==> config.mk <==
export PLATFORM = sky130hd
export DESIGN_NAME = pipe_skid_register
export DESIGN_NICKNAME = d
export VERILOG_FILES = /design/src/rtl/pipe_pkg.sv /design/src/rtl/pipe_data_reg.sv /design/src/rtl/pipe_skid_register.sv
export SDC_FILE = /design/constraint.sdc
export NUM_CORES = 1
export LEC_CHECK = 0
export ABC_CLOCK_PERIOD_IN_PS = 2550
export CORE_MARGIN = 2
export CORE_UTILIZATION = 50
export DETAILED_ROUTE_END_ITERATION = 6
export GPL_TIMING_DRIVEN = 0
export PLACE_DENSITY_LB_ADDON = 0.05
export REMOVE_ABC_BUFFERS = 1
export SYNTH_ARGS = -nofsm -noshare
export SYNTH_HDL_FRONTEND = slang
export SYNTH_SLANG_ARGS = --single-unit
==> constraint.sdc <==
create_clock -name clk -period 2.55 [get_ports clk]
set_input_delay 0.51 -clock clk [delete_from_list [all_inputs] [get_ports clk]]
set_output_delay 0.51 -clock clk [all_outputs]
set_load 0.005 [all_outputs]
==> src/rtl/pipe_pkg.sv <==
// ============================================================================
// Module : pipe_pkg
// Brief  : Shared state encoding and count width for the skid register.
// Rev    : 1.0
// ============================================================================
`default_nettype none

package pipe_pkg;

  localparam int COUNT_W = 2;

  typedef enum logic [1:0] {
    EMPTY = 2'd0,
    ONE   = 2'd1,
    TWO   = 2'd2
  } state_t;

  function automatic logic [COUNT_W-1:0] state_count(input state_t s);
    case (s)
      ONE:     state_count = 2'd1;
      TWO:     state_count = 2'd2;
      default: state_count = 2'd0;
    endcase
  endfunction

endpackage

`default_nettype wire

==> src/rtl/pipe_data_reg.sv <==
// ============================================================================
// Module : pipe_data_reg
// Brief  : Enable-loaded data register with async reset and sync clear.
// Rev    : 1.0
// ============================================================================
`default_nettype none

module pipe_data_reg #(
  parameter int                   DATA_SIZE     = 32,
  parameter logic [DATA_SIZE-1:0] INITIAL_VALUE = '0
) (
  input  logic                 clk,
  input  logic                 reset,
  input  logic                 clear_i,
  input  logic                 load_i,
  input  logic [DATA_SIZE-1:0] d_i,
  output logic [DATA_SIZE-1:0] q_o
);

  logic [DATA_SIZE-1:0] data_q;

  always_ff @(posedge clk or posedge reset) begin
    if (reset) begin
      data_q <= INITIAL_VALUE;
    end else if (clear_i) begin
      data_q <= INITIAL_VALUE;
    end else if (load_i) begin
      data_q <= d_i;
    end
  end

  assign q_o = data_q;

endmodule

`default_nettype wire

==> src/rtl/pipe_skid_register.sv <==
// ============================================================================
// Module : pipe_skid_register
// Brief  : Two-entry valid/ready skid stage with fully registered outputs.
// Rev    : 1.0
// ============================================================================
`default_nettype none

module pipe_skid_register
  import pipe_pkg::*;
#(
  parameter int                   DATA_SIZE     = 32,
  parameter logic [DATA_SIZE-1:0] INITIAL_VALUE = '0
) (
  input  logic                 clk,
  input  logic                 reset,
  input  logic                 flush,
  input  logic                 in_valid,
  output logic                 in_ready,
  input  logic [DATA_SIZE-1:0] in_data,
  output logic                 out_valid,
  input  logic                 out_ready,
  output logic [DATA_SIZE-1:0] out_data,
  output logic [COUNT_W-1:0]   count
);

  state_t               state_q, state_d;
  logic                 in_ready_q;
  logic                 out_valid_q;
  logic [COUNT_W-1:0]   count_q;

  logic                 in_xfer;
  logic                 out_xfer;
  logic                 main_load;
  logic                 skid_load;
  logic                 main_from_skid;
  logic [DATA_SIZE-1:0] main_d;
  logic [DATA_SIZE-1:0] main_q;
  logic [DATA_SIZE-1:0] skid_q;

  assign in_xfer  = in_valid && in_ready_q;
  assign out_xfer = out_valid_q && out_ready;

  always_comb begin
    state_d        = state_q;
    main_load      = 1'b0;
    skid_load      = 1'b0;
    main_from_skid = 1'b0;
    case (state_q)
      EMPTY: begin
        if (in_xfer) begin
          main_load = 1'b1;
          state_d   = ONE;
        end
      end
      ONE: begin
        if (in_xfer && out_xfer) begin
          main_load = 1'b1;
        end else if (in_xfer) begin
          skid_load = 1'b1;
          state_d   = TWO;
        end else if (out_xfer) begin
          state_d   = EMPTY;
        end
      end
      TWO: begin
        if (out_xfer) begin
          main_load      = 1'b1;
          main_from_skid = 1'b1;
          state_d        = ONE;
        end
      end
      default: state_d = EMPTY;
    endcase
    // Flush overrides everything; the data registers clear themselves.
    if (flush) begin
      state_d = EMPTY;
    end
  end

  // Status outputs are precomputed from the next state so they leave flops.
  always_ff @(posedge clk or posedge reset) begin
    if (reset) begin
      state_q     <= EMPTY;
      in_ready_q  <= 1'b1;
      out_valid_q <= 1'b0;
      count_q     <= '0;
    end else begin
      state_q     <= state_d;
      in_ready_q  <= (state_d != TWO);
      out_valid_q <= (state_d != EMPTY);
      count_q     <= state_count(state_d);
    end
  end

  assign main_d = main_from_skid ? skid_q : in_data;

  pipe_data_reg #(
    .DATA_SIZE     (DATA_SIZE),
    .INITIAL_VALUE (INITIAL_VALUE)
  ) u_main (
    .clk     (clk),
    .reset   (reset),
    .clear_i (flush),
    .load_i  (main_load),
    .d_i     (main_d),
    .q_o     (main_q)
  );

  pipe_data_reg #(
    .DATA_SIZE     (DATA_SIZE),
    .INITIAL_VALUE (INITIAL_VALUE)
  ) u_skid (
    .clk     (clk),
    .reset   (reset),
    .clear_i (flush),
    .load_i  (skid_load),
    .d_i     (in_data),
    .q_o     (skid_q)
  );

  assign in_ready  = in_ready_q;
  assign out_valid = out_valid_q;
  assign out_data  = main_q;
  assign count     = count_q;

endmodule

`default_nettype wire
-- Yosys cells after proc, flatten, opt, wreduce, memory -nomap -nowiden
Cells that the tools add are included.
- equal/unequal tests: 5
- mux-type cells: 20
- reductions and logical operators: 7
- operators with widths (operator ; count):
    two-way mux 32 bit ; 5
    two-way mux 2 bit ; 6
    two-way mux 1 bit ; 6
    case mux 2 bit (3 select lines) ; 1
    nonzero test 2 bit ; 3
    == test 2 x 1 -> 1 bit (second input constant) ; 2
    == test 2 bit (second input constant) ; 2
    case mux 2 bit (2 select lines) ; 1
    logical AND 1 bit ; 3
    case mux 1 bit (3 select lines) ; 1
    logical NOT 2 bit ; 1
    inequality test 2 bit (second input constant) ; 1
- flip-flop bits (word level): 70
- output and inout bits: 36
- logic and storage cells: 38

-- Logic depth before layout (Yosys ltp)
- word-level depth: 8
- depth in mapped cells: 6
- gate-level depth less buffers: 3

-- Cells and area by module
Synthesis repeated with hierarchy kept, for this count alone.
- cell total of the unflattened synthesis: 273
- area total of the unflattened synthesis: 3490.8 µm²
- modules (own cells, without submodules) (module ; times used ; cells each ; area each (µm²) ; seq. area each (µm²)):
    pipe_data_reg ; 2 ; 104 ; 1327.5 ; 800.8
    pipe_skid_register ; 1 ; 65 ; 835.8 ; 151.4

-- Worst setup path before layout
Ideal clock, no wire load.
- path kind: reg-to-reg
- from: register in_ready_q, in the netlist in_ready
- to: register u_skid.data_q[0], in the netlist u_skid.q_o[0]
- library setup time: 79 ps
- arrival time: 1419 ps
- path slack: 1052 ps
- stages on the path, launching flop included: 7
- period minus slack after synthesis: 1498 ps
- path through: dfstp_2 > and3b_1 > buf_6 > and3_4 > buf_6 > buf_6 > mux2i_1
- word-level cells in the longest chain between the ends: 5
- ends and longest elaborated chain (element ; RTL line ; source):
    start: declaration ; pipe_skid_register.sv:27 ; logic in_ready_q;
    start signal: assignment ; pipe_skid_register.sv:89 ; in_ready_q <= (state_d != TWO);
    logical AND 1 bit * ; pipe_skid_register.sv:40 ; assign in_xfer = in_valid && in_ready_q;
    two-way mux 1 bit or logical AND 1 bit (tied branches) ; pipe_skid_register.sv:58, pipe_skid_register.sv:56 ;
    two-way mux 1 bit * ; pipe_skid_register.sv:56 ; if (in_xfer && out_xfer) begin
    two-way mux 1 bit * ; pipe_skid_register.sv:48 ; case (state_q)
    nonzero test 2 bit (no line) * ; - ;
    end signal: assignment ; pipe_data_reg.sv:28 ; data_q <= d_i;
    end: declaration ; pipe_data_reg.sv:20 ; logic [DATA_SIZE-1:0] data_q;
Mark *: on every way between the ends. The rest lies on a longest branch, timed or not.
A chain may end at the register's enable or synchronous reset.

-- Final worst setup path
- from: input port in_valid
- to: register u_skid.data_q[15], in the netlist u_skid.q_o[15]
- word-level cells in the longest chain between the ends: 5
- ends and longest elaborated chain (element ; RTL line ; source):
    start: declaration ; pipe_skid_register.sv:17 ; input logic in_valid,
    logical AND 1 bit * ; pipe_skid_register.sv:40 ;
    two-way mux 1 bit or logical AND 1 bit (tied branches) ; pipe_skid_register.sv:58, pipe_skid_register.sv:56 ;
    two-way mux 1 bit * ; pipe_skid_register.sv:56 ;
    two-way mux 1 bit * ; pipe_skid_register.sv:48 ;
    nonzero test 2 bit (no line) * ; - ;
Marked as above.

==> reports/results.md <==
| Group | Result | Value |
|---|---|---|
| run status | Outcome | completed |
| critical path | Flop-to-flop setup slack | 210 ps |
| cts | Clk pin slew, worst setup/hold paths | 80 ps |
| critical path | Biggest fanout along the worst timing path | 34 |
| drt | Wirelength, routed | 8330 µm |
| synthesis | Largest cells by area after synthesis | sky130_fd_sc_hd__dfrtp_1, sky130_fd_sc_hd__nand2b_1, sky130_fd_sc_hd__mux2i_1 |
| job | MaxCap Viol Count | 0 |
| floorplan | Placeable Area | 0.00683 mm² |
| timing | Time the final worst path needs with I/O delays and setup | 2490 ps |
| drt | Wire per inst | 16.5 µm |
| floorplan | Initial Util | 51.9% |
| drt | Via density per instance | 5.72 |
| pwr | Maximum ir drop on the vdd rail | 0.000349 V |
| pwr | Total power of the final layout | 2.66 mW |
| critical path | Count of buffer and inverter cells on the critical path | 1 |
| cts | TritonCTS clock tree | yes |
| pwr | Leakage Power | 1.86 nW |
| grt | Maximum number of pins on one net before global-route repair | 64 |
| synthesis | Post-synthesis cell type with the largest combined area | sky130_fd_sc_hd__dfrtp_1 |
| cts | # clock sinks | 70 |
| grt | Global routing usage summed across all routing layers | 22.5% |
| critical path | Critical path cell sequence | clkdlybuf4s50_1 -> and3b_2 -> and3_4 -> mux2i_1 |
| cts | Post CTS Setup Buffer Count | 0 |
| timing | Transition time at the pin with the least slew margin | 1300 ps |
| critical path | Maximum cell stage delay along the critical path | 710 ps |
| pwr | Power Density | 594 mW/mm² |
| timing | Final worst path period share | 97.5% |
| timing | Worst Slack Setup Final | 64.1 ps |
| timing | RSZ-0062 raised after global routing | true |
| synthesis | Post-synthesis register bit count | 70 |
| floorplan | Horizontal extent of the die | 88.2 µm |
| floorplan | Overall die height | 88.2 µm |
| placed design | Detailed placer's ending HPWL | 4810 µm |
| synthesis | Avg Cell Area, Syn | 10.1 µm² |
| cts | Root buf cell | sky130_fd_sc_hd__clkbuf_8 |
| cells and area | Post-route cell area | 0.00448 mm² |
| drt | Vias | 2882 |
| placed design | Setup WS pre-CTS | -792 ps |
| cts | Inserted Clock Buffers | 9 |
| critical path | Depth of the worst register-to-register path | 3 |
| synthesis | Cell variety after synth | 29 |
| synthesis | Syn Inst Count | 351 |
| synthesis | Synthesis Warnings | 0 |
| critical path | Endpoint arrival time on the critical path | 2740 ps |
| drt | DR pass1 iterations | 4 |
| drt | Post-detailed-route count of antenna-violating nets | 0 |
| cells and area | Area growth from synthesis to final layout | 26.5% |
| grt | Overflow left after global routing | 0 |
| timing | Slew Limit Headroom | 13.1% |
| critical path | Worst setup SP type | input port |
| grt | Via count of the first global-routing pass | 2826 |
| grt | Global-route wire length before repair | 13500 µm |
| floorplan | Standard-cell rows | 30 |
| placed design | Count of input and output buffers | 72 |
| worst hold path | Class of the most critical hold timing path | input port to async pin |
| critical path | Worst R2R Start | in_ready |
| timing | Fin Clk Skew | 6.66 ps |
| timing | Setup violations, final | 0 |
| floorplan | Die outline area | 0.00778 mm² |
| critical path | Kind of end point of the critical path | register |
| placed design | Post-placement cell count | 488 |
| grt | Antenna violations before repair | 0 |
| placed design | Dpl cell area | 0.00428 mm² |
| cts | Worst-case clock buffer depth | 2 |
| timing | Achievable Freq | 402 MHz |
| drt | DRC violations left | 0 |
| timing | Fin Setup TNS | 0 ps |
| critical path | R2R Path End | u_skid.q_o[15] |
| timing | Slew Limit Fails | 0 |
| critical path | Slowest cell on the critical path | sky130_fd_sc_hd__and3_4 |
| cells and area | Final nets | 440 |
| cells and area | Fraction of layout instances using a drive strength above 1 | 6.62% |
| synthesis | Top-area cell type share of the netlist area | 48.7% |
| drt | Number of DRC violations after detailed-routing iteration 0 | 158 |
| cts | Clock insertion delay at the later pin of the skew report | 330 ps |
| cells and area | Post-route non-filler standard cell count | 504 |
| synthesis | Post-Syn Area | 0.00354 mm² |
| cells and area | Final core utilization | 65.6% |
| critical path | Cell type group with the largest total delay on the critical path | simple AND/OR/NAND/NOR gates |
| critical path | Required time worst endpoint | 2800 ps |
| timing | Hold WS | 534 ps |
| cells and area | Diodes inserted | 0 |
| critical path | Critical path type | input port to register |
| placed design | Weighted congestion at the end of routability-driven global placement | 0.761 |
| cts | H-tree lvl count | 3 |
| synthesis | Share of synthesized area occupied by flip-flops and latches | 49.5% |
| timing | Total count of hold-check failures in the final report | 0 |
| floorplan | Top-level port count | 73 |
-- placed cells by master (no fill, tap or decap), drive strengths merged --
cell type / count
nand3: 32
a221o: 1
a221oi: 2
a311oi: 32
inv: 1
or2b: 1
nand4b: 1
clkbuf: 12
and3: 1
a21bo: 1
nor4bb: 2
nor2: 32
mux2i: 32
a21boi: 1
nand4: 1
bufinv: 1
clkinv: 3
a21o: 1
buf: 6
nand2: 3
nand3b: 1
dfstp: 1
clkdlybuf4s50: 71
nand2b: 64
nor3b: 1
a21oi: 1
and3b: 1
o21ai: 33
dfrtp: 69
-- report_power, final --
part	switching, mW	internal (mW)
sequential	0.0507	1.19
clock	0.411	0.501
combinational	0.253	0.256
-- registers in the layout, summed over array words and instances, names as in the netlist --
signal / cells
u_main.q_o: 32
u_skid.q_o: 32
count: 2
state_q: 2
in_ready: 1
out_valid: 1
-- cells by family after synthesis --
group           share of synthesized area, %
simple gates                            21.7
compound gates                          14.3
flops                                   49.5
buf+inv                                 5.47
mux                                     9.04
-- metal layers --
metal  vias to the layer above  part of all wire, %  global-route usage [%]
li1                       1358                    -                       -
met2                        72                   47                    37.9
met5                         -                    0                       0
met1                      1444                   47                    29.2
met3                         8                  4.1                    3.68
met4                         0                  1.2                    8.82
-- cells in the mapped netlist --
library cell and n:
sky130_fd_sc_hd__inv_1 1, sky130_fd_sc_hd__mux2i_1 32, sky130_fd_sc_hd__a21boi_2 1, sky130_fd_sc_hd__o21ai_1 1
sky130_fd_sc_hd__nor2_1 32, sky130_fd_sc_hd__and3_4 1, sky130_fd_sc_hd__nand3_1 32, sky130_fd_sc_hd__nand4_1 1
sky130_fd_sc_hd__a21oi_1 1, sky130_fd_sc_hd__a311oi_1 32, sky130_fd_sc_hd__and3b_1 1, sky130_fd_sc_hd__nor3b_1 1
sky130_fd_sc_hd__buf_6 5, sky130_fd_sc_hd__nand2b_1 64, sky130_fd_sc_hd__a21bo_1 1, sky130_fd_sc_hd__nand2_1 3
sky130_fd_sc_hd__nor4bb_1 2, sky130_fd_sc_hd__or2b_1 1, sky130_fd_sc_hd__dfstp_2 1, sky130_fd_sc_hd__nand3b_1 1
sky130_fd_sc_hd__a221o_1 1, sky130_fd_sc_hd__a21o_1 1, sky130_fd_sc_hd__a221oi_1 2, sky130_fd_sc_hd__o21ai_0 32
sky130_fd_sc_hd__nand4b_1 1, sky130_fd_sc_hd__buf_2 14, sky130_fd_sc_hd__dfrtp_1 69, sky130_fd_sc_hd__buf_1 1
sky130_fd_sc_hd__clkbuf_1 16
-- how the worst max path moves through the flow --
stage,startpoint,end,depth (start not counted)
6_report,in_valid,u_skid.q_o[15],4
5_1_grt,in_valid,u_main.q_o[5],4
4_1_cts,in_valid,u_skid.q_o[25],4
3_5_place_dp,in_valid,u_skid.q_o[15],4
3_3_place_gp,out_ready,u_main.q_o[8],3
2_1_floorplan,out_ready,u_main.q_o[4],2
-- final cells by class --
type / count / area [µm²]
fill: 573 / 2350
sequential: 70 / 1750
multi-input combinational: 244 / 1610
timing repair buffer: 77 / 797
clock buffer: 12 / 155
tap: 96 / 120
clock inverter: 4 / 45.0
inverter: 1 / 6.26
-- what timing repair did --
| action | 4_1_cts | 5_1_grt |
|---|---|---|
| hold endpoints to repair | 0 | 0 |
| pin swaps | 0 | 1 |
| gates resized for setup | 1 | 3 |
| setup endpoints to repair | 33 | 28 |
| hold buffers | 0 | 0 |
No activity file was read; power rests on OpenSTA's default activity.
